## src/rtl/mem_arbiter_pkg.sv

```systemverilog
// Shared definitions for the memory arbiter: region masks, access size codes,
// RAM write-strobe codes, FSM state and grant encodings.
package mem_arbiter_pkg;

  // Region masks. The RAM window is 8 KiB and the IO window is one 32-bit word.
  localparam logic [31:0] RAM_MASK = 32'hFFFF_E000;
  localparam logic [31:0] IO_MASK  = 32'hFFFF_FFFC;

  // Access size codes carried on d_req_size.
  localparam logic [1:0] SZ_BYTE = 2'd0;
  localparam logic [1:0] SZ_HALF = 2'd1;
  localparam logic [1:0] SZ_WORD = 2'd2;

  // One-hot RAM write strobes.
  localparam logic [2:0] WE_NONE = 3'b000;
  localparam logic [2:0] WE_WORD = 3'b001;
  localparam logic [2:0] WE_HALF = 3'b010;
  localparam logic [2:0] WE_BYTE = 3'b100;

  typedef enum logic [1:0] {
    IDLE     = 2'd0,
    RAM_WAIT = 2'd1,
    RESP     = 2'd2
  } state_t;

  typedef enum logic {
    FETCH = 1'b0,
    DATA  = 1'b1
  } grant_t;

  // Maps an access size to its RAM write strobe; the illegal size gets none.
  function automatic logic [2:0] size_strobe(input logic [1:0] size);
    case (size)
      SZ_BYTE: size_strobe = WE_BYTE;
      SZ_HALF: size_strobe = WE_HALF;
      SZ_WORD: size_strobe = WE_WORD;
      default: size_strobe = WE_NONE;
    endcase
  endfunction

endpackage

```

## src/rtl/mem_arbiter_load_extend.sv

```systemverilog
// load_extend: combinational load-data extension.
//   data        in  32  right-aligned load data
//   size        in  2   byte / half / word
//   is_unsigned in  1   zero-extend instead of sign-extend
//   ext         out 32  extended result (word loads pass through)
module load_extend
  import mem_arbiter_pkg::*;
(
  input  logic [31:0] data,
  input  logic [1:0]  size,
  input  logic        is_unsigned,
  output logic [31:0] ext
);

  always_comb begin
    ext = data;
    case (size)
      SZ_BYTE: ext = {{24{data[7]  & ~is_unsigned}}, data[7:0]};
      SZ_HALF: ext = {{16{data[15] & ~is_unsigned}}, data[15:0]};
      default: ext = data;
    endcase
  end

endmodule

```

## src/rtl/mem_arbiter.sv

```systemverilog
// mem_arbiter: shares the data RAM, boot ROM and GPIO register between the
// instruction-fetch port (i_*) and the load/store port (d_*). One transaction
// is outstanding at a time; each accepted request gets exactly one registered
// response pulse on its own port, with a fault flag for illegal accesses.
//   clk, reset                 clock, synchronous active-high reset
//   i_req_* / i_rsp_*          fetch request / response
//   d_req_* / d_rsp_*          load/store request / response
//   ram_write_enable           one-hot strobe [0]=word [1]=half [2]=byte
//   ram_addr, ram_data_in      RAM/IO address and store data
//   ram_data_out               registered RAM read data, pre-shifted by addr[1:0]
//   rom_addr, rom_data         combinational ROM port
//   busy                       a transaction is outstanding
module mem_arbiter
  import mem_arbiter_pkg::*;
#(
  parameter logic [31:0] RAM_BASE  = 32'h1000_0000,
  parameter logic [31:0] IO_BASE   = 32'h2000_0000,
  parameter int          ROM_WORDS = 256
) (
  input  logic        clk,
  input  logic        reset,
  input  logic        i_req_valid,
  output logic        i_req_ready,
  input  logic [31:0] i_req_addr,
  output logic        i_rsp_valid,
  output logic [31:0] i_rsp_data,
  output logic        i_rsp_fault,
  input  logic        d_req_valid,
  output logic        d_req_ready,
  input  logic [31:0] d_req_addr,
  input  logic        d_req_we,
  input  logic [1:0]  d_req_size,
  input  logic        d_req_unsigned,
  input  logic [31:0] d_req_wdata,
  output logic        d_rsp_valid,
  output logic [31:0] d_rsp_rdata,
  output logic        d_rsp_fault,
  output logic [2:0]  ram_write_enable,
  output logic [31:0] ram_addr,
  output logic [31:0] ram_data_in,
  input  logic [31:0] ram_data_out,
  output logic [31:0] rom_addr,
  input  logic [31:0] rom_data,
  output logic        busy
);

  localparam logic [31:0] ROM_BYTES = 32'(ROM_WORDS) << 2;

  state_t      state_reg, state_next;
  grant_t      last_grant_reg;
  grant_t      port_reg;
  logic [31:0] addr_reg, wdata_reg;
  logic [1:0]  size_reg;
  logic        uns_reg;

  logic        i_rsp_valid_reg, i_rsp_fault_reg;
  logic [31:0] i_rsp_data_reg;
  logic        d_rsp_valid_reg, d_rsp_fault_reg;
  logic [31:0] d_rsp_data_reg;

  logic        idle;
  logic        grant_fetch, grant_data, accept;
  logic [31:0] sel_addr;
  logic [1:0]  sel_size;
  logic        sel_we, sel_uns;
  logic        in_rom, in_ram, in_io, misaligned;
  logic        req_fault, ram_load;
  logic [31:0] rom_shifted, imm_data;
  logic [31:0] ext_in, ext_out;
  logic [1:0]  ext_size;
  logic        ext_uns;

  // Round-robin: on a tie the port that did not win last time is granted.
  assign idle        = (state_reg == IDLE);
  assign grant_data  = d_req_valid && (!i_req_valid || last_grant_reg == FETCH);
  assign grant_fetch = i_req_valid && !grant_data;
  assign i_req_ready = idle && grant_fetch && !reset;
  assign d_req_ready = idle && grant_data && !reset;
  assign accept      = i_req_ready || d_req_ready;

  // Fields of the granted request; a fetch is always an unsigned word read.
  assign sel_addr = grant_data ? d_req_addr : i_req_addr;
  assign sel_size = grant_data ? d_req_size : SZ_WORD;
  assign sel_we   = grant_data && d_req_we;
  assign sel_uns  = grant_data ? d_req_unsigned : 1'b1;

  assign in_rom     = (sel_addr < ROM_BYTES);
  assign in_ram     = ((sel_addr & RAM_MASK) == RAM_BASE);
  assign in_io      = ((sel_addr & IO_MASK) == IO_BASE);
  assign misaligned = ((sel_size == SZ_HALF) && sel_addr[0]) ||
                      ((sel_size == SZ_WORD) && (sel_addr[1:0] != 2'b00));

  always_comb begin
    req_fault = 1'b0;
    if (grant_data) begin
      req_fault = (sel_size == 2'd3) || misaligned ||
                  (in_rom && sel_we) ||
                  (in_io && sel_size != SZ_BYTE) ||
                  !(in_rom || in_ram || in_io);
    end else begin
      req_fault = misaligned || !(in_rom || in_ram);
    end
  end

  // Only legal RAM reads take the extra wait cycle for the registered RAM data.
  assign ram_load = in_ram && !sel_we && !req_fault;

  // One extender serves both paths: ROM data in the accept cycle, RAM data
  // in RAM_WAIT using the size captured at accept.
  assign rom_addr    = sel_addr;
  assign rom_shifted = rom_data >> {sel_addr[1:0], 3'b000};
  assign ext_in      = (state_reg == RAM_WAIT) ? ram_data_out : rom_shifted;
  assign ext_size    = (state_reg == RAM_WAIT) ? size_reg : sel_size;
  assign ext_uns     = (state_reg == RAM_WAIT) ? uns_reg : sel_uns;

  load_extend u_load_extend (
    .data        (ext_in),
    .size        (ext_size),
    .is_unsigned (ext_uns),
    .ext         (ext_out)
  );

  // Immediate response data: faults, stores and IO reads all return zero.
  assign imm_data = (!req_fault && !sel_we && in_rom) ? ext_out : 32'h0;

  assign ram_write_enable = (accept && sel_we && !req_fault) ? size_strobe(sel_size) : WE_NONE;
  assign ram_addr         = idle ? sel_addr : addr_reg;
  assign ram_data_in      = idle ? d_req_wdata : wdata_reg;
  assign busy             = !idle;

  assign i_rsp_valid = i_rsp_valid_reg;
  assign i_rsp_data  = i_rsp_data_reg;
  assign i_rsp_fault = i_rsp_fault_reg;
  assign d_rsp_valid = d_rsp_valid_reg;
  assign d_rsp_rdata = d_rsp_data_reg;
  assign d_rsp_fault = d_rsp_fault_reg;

  always_ff @(posedge clk) begin
    if (reset) state_reg <= IDLE;
    else       state_reg <= state_next;
  end

  always_comb begin
    state_next = state_reg;
    case (state_reg)
      IDLE:     if (accept) state_next = ram_load ? RAM_WAIT : RESP;
      RAM_WAIT: state_next = RESP;
      RESP:     state_next = IDLE;
      default:  state_next = IDLE;
    endcase
  end

  always_ff @(posedge clk) begin
    if (reset) begin
      last_grant_reg  <= FETCH;
      port_reg        <= FETCH;
      addr_reg        <= 32'h0;
      wdata_reg       <= 32'h0;
      size_reg        <= SZ_BYTE;
      uns_reg         <= 1'b0;
      i_rsp_valid_reg <= 1'b0;
      i_rsp_fault_reg <= 1'b0;
      i_rsp_data_reg  <= 32'h0;
      d_rsp_valid_reg <= 1'b0;
      d_rsp_fault_reg <= 1'b0;
      d_rsp_data_reg  <= 32'h0;
    end else begin
      i_rsp_valid_reg <= 1'b0;
      d_rsp_valid_reg <= 1'b0;
      if (accept) begin
        last_grant_reg <= grant_data ? DATA : FETCH;
        port_reg       <= grant_data ? DATA : FETCH;
        addr_reg       <= sel_addr;
        wdata_reg      <= d_req_wdata;
        size_reg       <= sel_size;
        uns_reg        <= sel_uns;
        if (!ram_load) begin
          if (grant_data) begin
            d_rsp_valid_reg <= 1'b1;
            d_rsp_fault_reg <= req_fault;
            d_rsp_data_reg  <= imm_data;
          end else begin
            i_rsp_valid_reg <= 1'b1;
            i_rsp_fault_reg <= req_fault;
            i_rsp_data_reg  <= imm_data;
          end
        end
      end
      if (state_reg == RAM_WAIT) begin
        if (port_reg == DATA) begin
          d_rsp_valid_reg <= 1'b1;
          d_rsp_fault_reg <= 1'b0;
          d_rsp_data_reg  <= ext_out;
        end else begin
          i_rsp_valid_reg <= 1'b1;
          i_rsp_fault_reg <= 1'b0;
          i_rsp_data_reg  <= ext_out;
        end
      end
    end
  end

endmodule

```

## config.mk

```make
export PLATFORM = sky130hd
export DESIGN_NAME = mem_arbiter
export DESIGN_NICKNAME = d
export VERILOG_FILES = /design/src/rtl/mem_arbiter_pkg.sv /design/src/rtl/mem_arbiter_load_extend.sv /design/src/rtl/mem_arbiter.sv
export SDC_FILE = /design/constraint.sdc
export NUM_CORES = 1
export LEC_CHECK = 0
export BUFFER_PORTS_ARGS = -buffer_cell sky130_fd_sc_hd__buf_2
export CAP_MARGIN = 20
export CORE_ASPECT_RATIO = 1.1
export CORE_UTILIZATION = 25
export CTS_BUF_LIST = sky130_fd_sc_hd__clkbuf_8
export CTS_CLUSTER_DIAMETER = 30
export CTS_CLUSTER_SIZE = 28
export DETAILED_ROUTE_END_ITERATION = 7
export PLACE_DENSITY = 0.49
export SETUP_SLACK_MARGIN = 0.15
export SLEW_MARGIN = 20
export SYNTH_ARGS = -nofsm -noshare
export SYNTH_HDL_FRONTEND = slang
export SYNTH_SLANG_ARGS = --single-unit
```

## constraint.sdc

```tcl
create_clock -name clk -period 4.9 [get_ports clk]
set_clock_uncertainty 0.2 [all_clocks]
set_input_delay 0.98 -clock clk [delete_from_list [all_inputs] [get_ports clk]]
set_output_delay 0.98 -clock clk [all_outputs]
set_load 0.03 [all_outputs]
```

# Word-level counts from Yosys, hierarchy flattened

Cells that the tools add are included.

Flip-flop bits (word level): 138
Bits of input ports: 168
Word-level logic and storage cells: 112

Bitwise logic cells: 4
$lt $le $gt $ge: 1
Equality and inequality tests: 8
Shift-type cells: 1
Multiplexer cells: 46
Reductions and logical operators: 40

Operators with widths:

| cell                 | number |
|---|---|
| $mux 32              | 15 |
| $pmux 32 s2          | 1 |
| $lt 32x11->1 const B | 1 |
| $shr 32x5->32        | 1 |
| $eq 30x28->1 const B | 1 |
| $mux 1               | 23 |
| $eq 19x16->1 const B | 1 |
| $logic_and 1x1->1    | 17 |
| $logic_or 1x1->1     | 10 |
| $pmux 3 s3           | 1 |
| $logic_not 1->1      | 8 |
| $mux 2               | 4 |
| $eq 2x1->1 const B   | 3 |
| $logic_not 2->1      | 3 |
| $eq 2x2->1 const B   | 2 |
| $pmux 2 s2           | 1 |
| $reduce_bool 2->1    | 2 |
| $mux 3               | 1 |
| $and 1x1->1          | 2 |
| $ne 2x1->1 const B   | 1 |
| $not 1->1            | 2 |

# Longest topological paths before layout

Gate-level depths: netlist of run 1.

Depth in word-level cells: 21
Depth in mapped cells: 9

# Hierarchy

From an unflattened synthesis of run 1, not the netlist that was laid out.

Cell total of the unflattened synthesis: 931
Area total of the unflattened synthesis: 7454.6 um^2

By module, submodules not included:

| module      | cells each | area an instance (um^2) | instances |
|---|---|---|---|
| mem_arbiter | 864        | 7099.3                  | 1 |
| load_extend | 67         | 355.3                   | 1 |

# Worst setup path after synthesis of run 1

OpenSTA, ideal clock, no wires.

Kind: input-to-output
Start: input port d_req_valid
End: output port ram_write_enable[1]
Cell stages on the path: 8
Data arrival time: 3340 ps
Path buffers: 1
Slack: 380 ps
Data required time: 3720 ps
Cells stage by stage: a21bo_4 buf_6 mux2i_1 inv_1 a21oi_1 o211a_1 o2111ai_1 nor4b_1

RTL lines:

| what                                                         | line                                                     | text |
|---|---|---|
| start, declared                                              | mem_arbiter.sv:28                                        | `input logic d_req_valid,` |
| $logic_and 1x1->1 *                                          | mem_arbiter.sv:75                                        | `assign grant_data = d_req_valid && (!i_req_valid \|\| last_grant_reg == FETCH);` |
| $mux 32 *                                                    | mem_arbiter.sv:82                                        | `assign sel_addr = grant_data ? d_req_addr : i_req_addr;` |
| named net rom_addr[4]                                        | mem_arbiter.sv:42                                        | `output logic [31:0] rom_addr,` |
| $lt 32x11->1                                                 | mem_arbiter.sv:87                                        | `assign in_rom = (sel_addr < ROM_BYTES);` |
| $logic_and 1x1->1 / $logic_or 1x1->1 (equally long branches) | mem_arbiter.sv:97, mem_arbiter.sv:99, mem_arbiter.sv:101 |  |
| $logic_or 1x1->1 (on tied branches)                          | mem_arbiter.sv:96, mem_arbiter.sv:99                     |  |
| $logic_or 1x1->1 / $logic_not 1->1 (equally long branches)   | mem_arbiter.sv:97, mem_arbiter.sv:99                     |  |
| $logic_or 1x1->1                                             | mem_arbiter.sv:98                                        | `(in_io && sel_size != SZ_BYTE) \|\|` |
| $mux 1 *                                                     | mem_arbiter.sv:95                                        | `if (grant_data) begin` |
| $logic_not 1->1 *                                            | mem_arbiter.sv:126                                       | `assign ram_write_enable = (accept && sel_we && !req_fault) ? size_strobe(sel_size) : WE_NONE;` |
| $logic_and 1x1->1 *                                          | mem_arbiter.sv:126                                       |  |
| $mux 3 *                                                     | mem_arbiter.sv:126                                       |  |
| end, declared                                                | mem_arbiter.sv:38                                        | `output logic [2:0] ram_write_enable,` |

The timed path passes the listed nets; every way through them passes the cells marked *.

# Worst setup path after layout of run 1

Start: input port i_req_valid
End: output port ram_write_enable[1]

Word-level cells in the longest chain between the ends: 15

Ends and longest elaborated chain:

| what                                                  | line               | text |
|---|---|---|
| start, declared                                       | mem_arbiter.sv:22  | `input logic i_req_valid,` |
| branches (longest 14 deep; another with $lt 32x11->1) | --                 |  |
| $mux 3 *                                              | mem_arbiter.sv:126 |  |

Mark *: on every way between the ends.

==> results of run 1 <==
## metrics by stage
| step | hold WS (ns) | util |
|---|---|---|
| 2_1_floorplan | 0.232 | - |
| 3_3_place_gp | 0.233 | 0.323 |
| 3_5_place_dp | 0.241 | 0.323 |
| 4_1_cts | 0.255 | 0.340 |
| 5_1_grt | 0.270 | 0.340 |
| 6_report | 0.252 | 0.340 |
## worst max-delay path by stage
stage | start | endpoint | cells past startpoint | slack, ns
after floorplan | d_req_valid | ram_write_enable[1] | 8 | 0.38
after global placement | i_req_valid | ram_write_enable[1] | 8 | 0.57
after detailed placement | i_req_valid | ram_write_enable[1] | 8 | 0.49
after CTS | i_req_valid | ram_write_enable[1] | 8 | 0.47
after global routing | i_req_valid | ram_write_enable[1] | 8 | 0.23
final | i_req_valid | ram_write_enable[1] | 8 | 0.49
## tightest hold or removal path, stage by stage (launching register included)
cell and delay (ns):
dfxtp_1 0.33, nand2_1 0.04, o21ai_0 0.05
## routing by layer
metal  share of wire  GRT usage
met1            0.44      0.242
met2            0.49      0.332
met3           0.048     0.0417
met4           0.020     0.0535
met5               0          0
## cell families (layout without fill, tap and decap cells)
logic type	Yosys count	in the layout	share of synthesized area
and+or+nand+nor	396	396	0.221
buffers and inverters	112	429	0.0652
DFF	138	138	0.363
muxes	62	62	0.0922
AOI/OAI and AO/OA	291	291	0.258
other	0	1	0
## report_power, final
part	internal (mW)	switching, mW
Sequential	1.17	0.0272
Clock	0.702	0.485
Combinational	0.240	0.515
## final cells by class
class / count / area share
Clock inverter: 12 / 0.0247
Sequential cell: 138 / 0.274
Tap cell: 374 / 0.0463
Clock buffer: 17 / 0.0232
Multi-Input combinational cell: 749 / 0.433
Inverter: 39 / 0.0145
Antenna cell: 1 / 0.000248
Timing Repair Buffer: 361 / 0.185
## cells in the final DEF, fill, tap and decap left out, types with 8 or more instances in the layout
cell type / count
nor4_1: 11
dfxtp_1: 138
o21ai_0: 86
nand2_1: 269
inv_1: 36
o211ai_2: 12
o211ai_1: 37
nand3_1: 11
a211oi_1: 34
nor3_1: 8
buf_2: 337
a22o_1: 10
buf_4: 24
mux2i_1: 47
nor2_1: 58
mux2_2: 8
a21oi_1: 62
o21a_1: 12
clkbuf_8: 17
==> summary.txt, run 1 <==
Final Setup Violations -> 0
Top cell type's share of synthesized area -> 0.363
Pre-antenna DRT Iters -> 5
Worst hold endpoint -> d_rsp_rdata[10]
FILL cells -> 3,240
Tot GR Track Use -> 0.193
Clock Tree Buf Depth -> 2
Initial antenna violation count -> 2
Total wire length -> 31.4 mm
FF-to-FF path depth -> 8
DR vias/cell -> 4.96
Layout cells sized above 1 -> 0.336
Post-synth EDFFs -> 0
Die Area -> 31,100 µm²
Clock latency on the worst-skew pair -> 0.43 ns
Vias -> 8,393
Vias in the first global route -> 7,782
Worst Path Max Fanout -> 25
Area contributors post-synth -> dfxtp_1, nand2_1, mux2i_1
Syn_area_per_cell -> 7.61 µm²
Setup repair bufs after CTS -> 0
Post-Layout Cell Count -> 1,691
Static leakage -> 4.63 nW
Layout area overhead -> 32.9%
WHS Path Cells -> 2
RePlAce Congestion -> 0.911
Number of max-cap violations -> 0
Antenna Nets Post-Route -> 0
Seq cells post-synth -> 138
CTS Buf Count -> 17
RSZ-0062 raised after global routing -> no
Placed insts -> 1,661
Height of the die -> 185 µm
Clk sinks -> 138
Synthesized net count -> 1,167
Max-slew violation count -> 0
Synth Warn # -> 0
Critical path type -> input pin to output pin
Wire length per cell -> 18.6 µm
Die Width -> 168 µm
I/O pins -> 338
CTS tree -> done
Cell Rows -> 66
Synth Cell Area -> 7600 µm²
Reg2reg end -> d_rsp_rdata[0]
Distinct cells, synth -> 68
Maximum vdd ir drop -> 0.110 mV
FMAX -> 227 MHz
Hpwl dp -> 23.6 mm
Drc violations -> 0
Final nets -> 1,474
Hold Crit Class -> register to register
Fin. Hold Viols -> 0
Sequential cell area -> 2760 µm²
Area after DPL -> 9610 µm²
Crit end category -> output pin
CP startpoint kind -> input pin
Worst EP arrival -> 3.23 ns
Pre-CTS setup slack -> 0.492 ns
Slowest stage delay, CP -> 0.44 ns
Setup WS post-layout -> 0.495 ns
CP Buf/Inv Count -> 2
Final Critical Period -> 4.41 ns
Initial Utilization -> 0.256
Port bufs -> 337
Root buffer cell -> clkbuf_8
Rel. slew slack -> 0.350
Worst R2R Start -> port_reg
Core ar. -> 29,700 µm²
Critical-path cell list -> buf_2 > a21bo_4 > nand4_1 > o22ai_1 > o211a_1 > o2111ai_1 > nor4b_1 > buf_2
Initial drt markers -> 501
Register area share after synthesis -> 0.363
Total power -> 3.14 mW
Hold buffer count at CTS -> 0
Top-count cell post-synth -> nand2_1
Total grt overflow -> 0
PwrDens -> 311 nW/µm²
Final Cell Area -> 10,100 µm²
Crit path max-delay family -> compound AO/OA/AOI/OAI gates
Multi-input logic area -> 4370 µm²
Flop2flop setup slack -> 1.28 ns
Setup_tns -> 0 ns
Status -> complete, no violations
HP Start -> d_rsp_rdata[10]
Cells after Synth -> 999
Fin crit share -> 0.899
Worst-path clk slew -> 0.08 ns
Worst Path Required -> 3.72 ns
Largest net degree at the start of global routing -> 81
Resized cells post-CTS -> 0
Worst path slowest cell -> a21bo_4
Ys flop type -> dfxtp_1
Measured slew at the worst slew-check pin -> 0.975 ns
Synth area leader -> dfxtp_1
First-pass GRT wire length -> 46.2 mm
CTS H-tree depth -> 4
Top cells by count, synth -> nand2_1, dfxtp_1, o21ai_0
Top cell by count, worst path -> buf_2
Post-synth ARST share -> 0
Power figures use the tool's default switching activity.
==> run 2, diff against run 1 <==
RECOVER_POWER = 25   (was default)
clock period = 4.86 ns   (was 4.9 ns; I/O delays follow)
==> run 2 against run 1 <==
Effect of this change:
- the run now ends with max-capacitance violations, max-slew violations left
- register-to-register slack worse by 0.15 ns
- first-iteration DRC count is 8.6% higher
- global-route usage is 0.29 points higher
- sequential power hardly changed
- sequential cell count stayed put
- critical path type unchanged
- largest cell class unchanged
==> summary.txt, run 2 (synthesis results as in run 1) <==
Vias in the first global route -> 7,825
WHS Path Cells -> 2
Setup repair bufs after CTS -> 0
FILL cells -> 3,308
Final Critical Period -> 4.39 ns
Antenna Nets Post-Route -> 0
Clk sinks -> 138
I/O pins -> 338
Resized cells post-CTS -> 0
Layout cells sized above 1 -> 0.284
Status -> complete, but fails checks
Worst-path clk slew -> 0.07 ns
Height of the die -> 185 µm
Setup_tns -> 0 ns
Rel. slew slack -> -0.270
FMAX -> 228 MHz
Layout area overhead -> 30.2%
CTS Buf Count -> 17
Max-slew violation count -> 81
Drc violations -> 0
Sequential cell area -> 2760 µm²
Initial Utilization -> 0.256
Placed insts -> 1,661
Clock latency on the worst-skew pair -> 0.45 ns
Static leakage -> 4.27 nW
Post-Layout Cell Count -> 1,696
Initial antenna violation count -> 3
First-pass GRT wire length -> 46.7 mm
Worst Path Required -> 3.69 ns
RSZ-0062 raised after global routing -> no
FF-to-FF path depth -> 8
Measured slew at the worst slew-check pin -> 1.90 ns
Initial drt markers -> 544
Worst EP arrival -> 3.22 ns
CTS H-tree depth -> 4
Maximum vdd ir drop -> 0.107 mV
CP startpoint kind -> input pin
Final Setup Violations -> 0
Crit end category -> output pin
Hold Crit Class -> register to register
Core ar. -> 29,700 µm²
Failing checks -> max-capacitance violations, max-slew violations
Hpwl dp -> 23.7 mm
Final nets -> 1,474
CTS tree -> done
Die Width -> 168 µm
DR vias/cell -> 4.94
Critical path type -> input pin to output pin
Number of max-cap violations -> 1
Worst Path Max Fanout -> 25
Fin. Hold Viols -> 0
Port bufs -> 337
Largest net degree at the start of global routing -> 81
Root buffer cell -> clkbuf_8
PwrDens -> 293 nW/µm²
Total wire length -> 31.5 mm
Total grt overflow -> 0
Cell Rows -> 66
Multi-input logic area -> 4360 µm²
Die Area -> 31,100 µm²
Vias -> 8,385
Fin crit share -> 0.903
RePlAce Congestion -> 0.890
Pre-antenna DRT Iters -> 5
Tot GR Track Use -> 0.196
Clock Tree Buf Depth -> 2
Hold buffer count at CTS -> 0
Wire length per cell -> 18.6 µm
Most frequent cells in the layout -> nand2_1, buf_2, dfxtp_1
-- run 2: stage by stage --
step	setup slack [ns]	cell area [µm²]	hold slack (ns)	total power, mW	util
final	0.471	9900	0.253	2.89	0.333
after global routing	0.395	9900	0.271	3.04	0.333
after CTS	0.637	9990	0.256	2.94	0.336
after detailed placement	0.645	9610	0.237	2.00	0.323
after global placement	0.653	9610	0.235	2.00	0.323
after floorplan	0.356	7600	0.232	1.71	-
-- run 2: layer usage --
layer / vias up / wire [µm] / track usage
met5: - / 0 / 0
met4: 0 / 1030 / 0.0815
met3: 49 / 1420 / 0.0447
met2: 227 / 15100 / 0.326
met1: 3990 / 13900 / 0.243
li1: 4119 / - / -
-- run 2: critical path: stages --
cell and delay [ns]:
buf_2 0.16, a21bo_4 0.30, buf_4 0.43, mux2i_1 0.77, inv_2 0.30, buf_2 0.27
-- run 2: worst paths after layout --
kind                 start             end  slack (ns)
max            i_req_valid     rom_addr[0]        0.47
min          wdata_reg[21]   wdata_reg[21]        0.25
max reg2reg       port_reg  d_rsp_rdata[0]        1.13
min reg2reg  wdata_reg[21]   wdata_reg[21]        0.25
-- run 2: layout make-up --
class	instances	share of cell area
Multi-Input combinational cell	749	0.441
Sequential cell	138	0.279
Timing Repair Buffer	361	0.180
Tap cell	374	0.0473
Clock buffer	18	0.0250
Inverter	39	0.0148
Clock inverter	14	0.0126
Antenna cell	3	0.000759
-- run 2: report_power, final --
group	internal [mW]	switching, mW
Sequential	1.18	0.0258
Combinational	0.242	0.520
Clock	0.419	0.508
==> run 3, diff against run 2 <==
CORE_UTILIZATION = 45   (was 25)
PLACE_DENSITY = 0.78   (was 0.49)
RECOVER_POWER = 50   (was 25)
==> run 3 against run 2 <==
Effect of this change:
- register-to-register slack lost 0.12 ns
- sequential share of layout area grew 0.75 points
- highest routed layer unchanged
- cell count shrank 10%
- first-iteration DRC count grew 19%
- global-route usage grew 11 points
- utilization grew 25 points
- hold slack is essentially flat
- the flow still finishes with violations (max-capacitance violations, max-slew violations)
==> summary.txt, run 3 (synthesis results as in run 1) <==
Status -> complete, but fails checks
Failing checks -> max-capacitance violations, max-slew violations
Most common cell after layout, fill and taps aside -> nand2_1
Critical-path cell list -> clkbuf_1 > a21boi_2 > nand4_1 > o22ai_1 > o211a_1 > o2111ai_1 > nor4b_1 > buf_2
Core ar. -> 16,400 µm²
PwrDens -> 299 nW/µm²
Cell Rows -> 49
Comb pwr share -> 0.261
Worst-path clk slew -> 0.09 ns
Hold Crit Class -> register to register
Total wire length -> 27.4 mm
Met2 wire length -> 13.3 mm
CTS Buf Count -> 17
CP startpoint kind -> input pin
Clock Power Share -> 0.321
Initial antenna violation count -> 2
Fin. Hold Viols -> 0
Wl on met1 -> 11.2 mm
Antenna Nets Post-Route -> 0
Sequential share of power -> 0.418
Vias in the first global route -> 7,853
CTS H-tree depth -> 4
Setup repair bufs after CTS -> 0
Layout cells sized above 1 -> 0.275
Hpwl dp -> 20.4 mm
I/O pins -> 338
Critical path type -> input pin to output pin
Final Setup Violations -> 0
Initial drt markers -> 645
Static leakage -> 4.23 nW
P_sw -> 1.04 mW
Resized cells post-CTS -> 0
Root buffer cell -> clkbuf_8
Most frequent cells in the layout -> nand2_1, buf_2, dfxtp_1
RePlAce Congestion -> 0.933
Worst Path Required -> 3.69 ns
Met3 wire len -> 1.85 mm
Total grt overflow -> 0
FILL cells -> 1,629
Max-slew violation count -> 100
Clk sinks -> 138
Slowest stage delay, CP -> 0.57 ns
RSZ-0062 raised after global routing -> no
Number of max-cap violations -> 1
Largest net degree at the start of global routing -> 100
Drc violations -> 0
Utilization after layout -> 0.587
Layout area overhead -> 26.8%
Clock Tree Buf Depth -> 2
Setup_tns -> 0 ns
DR vias/cell -> 5.68
Die Area -> 17,400 µm²
Port bufs -> 337
Final nets -> 1,468
Vias -> 8,635
FMAX -> 217 MHz
Pre-antenna DRT Iters -> 5
Maximum vdd ir drop -> 0.190 mV
First-pass GRT wire length -> 42.0 mm
Wire length per cell -> 18.0 µm
Tot GR Track Use -> 0.304
Clock latency on the worst-skew pair -> 0.44 ns
Internal power -> 1.85 mW
Worst path slowest cell -> a21boi_2
Worst EP arrival -> 3.43 ns
Rel. slew slack -> -0.201
Crit end category -> output pin
Height of the die -> 138 µm
Top Layer Used -> met4
CTS tree -> done
Final Critical Period -> 4.60 ns
Initial Utilization -> 0.463
Fin crit share -> 0.946
Hold buffer count at CTS -> 0
Measured slew at the worst slew-check pin -> 1.80 ns
Total power -> 2.88 mW
Worst Path Max Fanout -> 13
Die Width -> 126 µm
Sw frac -> 0.359
[run 3: changes by cell type in the layout (fill, tap and decap cells not counted), moves of 2 or more]
| cell | before | now |
|---|---|---|
| nor2_1 | 57 | 59 |
| buf_2 | 269 | 264 |
| clkinv_4 | 1 | 4 |
| nor2_2 | 5 | 2 |
| clkbuf_1 | 68 | 76 |
| buf_4 | 23 | 15 |
| clkinvlp_4 | 7 | 3 |
| inv_1 | 38 | 36 |
[run 3: path summary, 6_finish.rpt]
kind                              end           start  slack [ns]  cells past startpoint
setup / recovery  ram_write_enable[1]     i_req_valid        0.26                      8
setup reg to reg      d_rsp_rdata[21]        port_reg        1.01                      7
hold reg to reg        d_rsp_rdata[7]  d_rsp_rdata[7]        0.25                      2
hold / removal         d_rsp_rdata[7]  d_rsp_rdata[7]        0.25                      2
[run 3: routing by layer]
metal / vias up / GRT usage
li1: 4116 / -
met1: 4056 / 0.376
met2: 384 / 0.501
met3: 79 / 0.0673
met4: 0 / 0.140
met5: - / 0
[run 3: area by class of cell]
type                            count  area, µm²  area share
Inverter                           39        146      0.0152
Timing Repair Buffer              355       1720       0.178
Clock buffer                       18        248      0.0257
Clock inverter                     14        139      0.0144
Multi-Input combinational cell    749       4360       0.453
Antenna cell                        2       5.00    0.000519
Tap cell                          204        255      0.0265
Sequential cell                   138       2760       0.287
[run 3: critical path: cells and delay by family]
family	cells	cell delay, ns
buffers and inverters	2	0.44
AND/OR/NAND/NOR	2	0.71
AO/OA/AOI/OAI	4	1.31
[run 3: power by group through the flow]
stage / Clock (mW) / Combinational, mW / Sequential, mW
6_report: 0.926 / 0.752 / 1.21
4_1_cts: 0.941 / 0.749 / 1.21
2_1_floorplan: 0 / 0.483 / 1.23
3_5_place_dp: 0 / 0.747 / 1.23
3_3_place_gp: 0 / 0.742 / 1.23
5_1_grt: 0.992 / 0.805 / 1.21
[run 3: metrics by stage]
step	setup WS, ns	cells	hold WS, ns	cell area [µm²]
after detailed placement	0.368	1485	0.238	9360
after CTS	0.329	1517	0.254	9740
after global routing	0.114	1519	0.265	9640
final	0.261	1519	0.253	9640
after global placement	0.494	1485	0.231	9360
after floorplan	0.356	999	0.232	7600
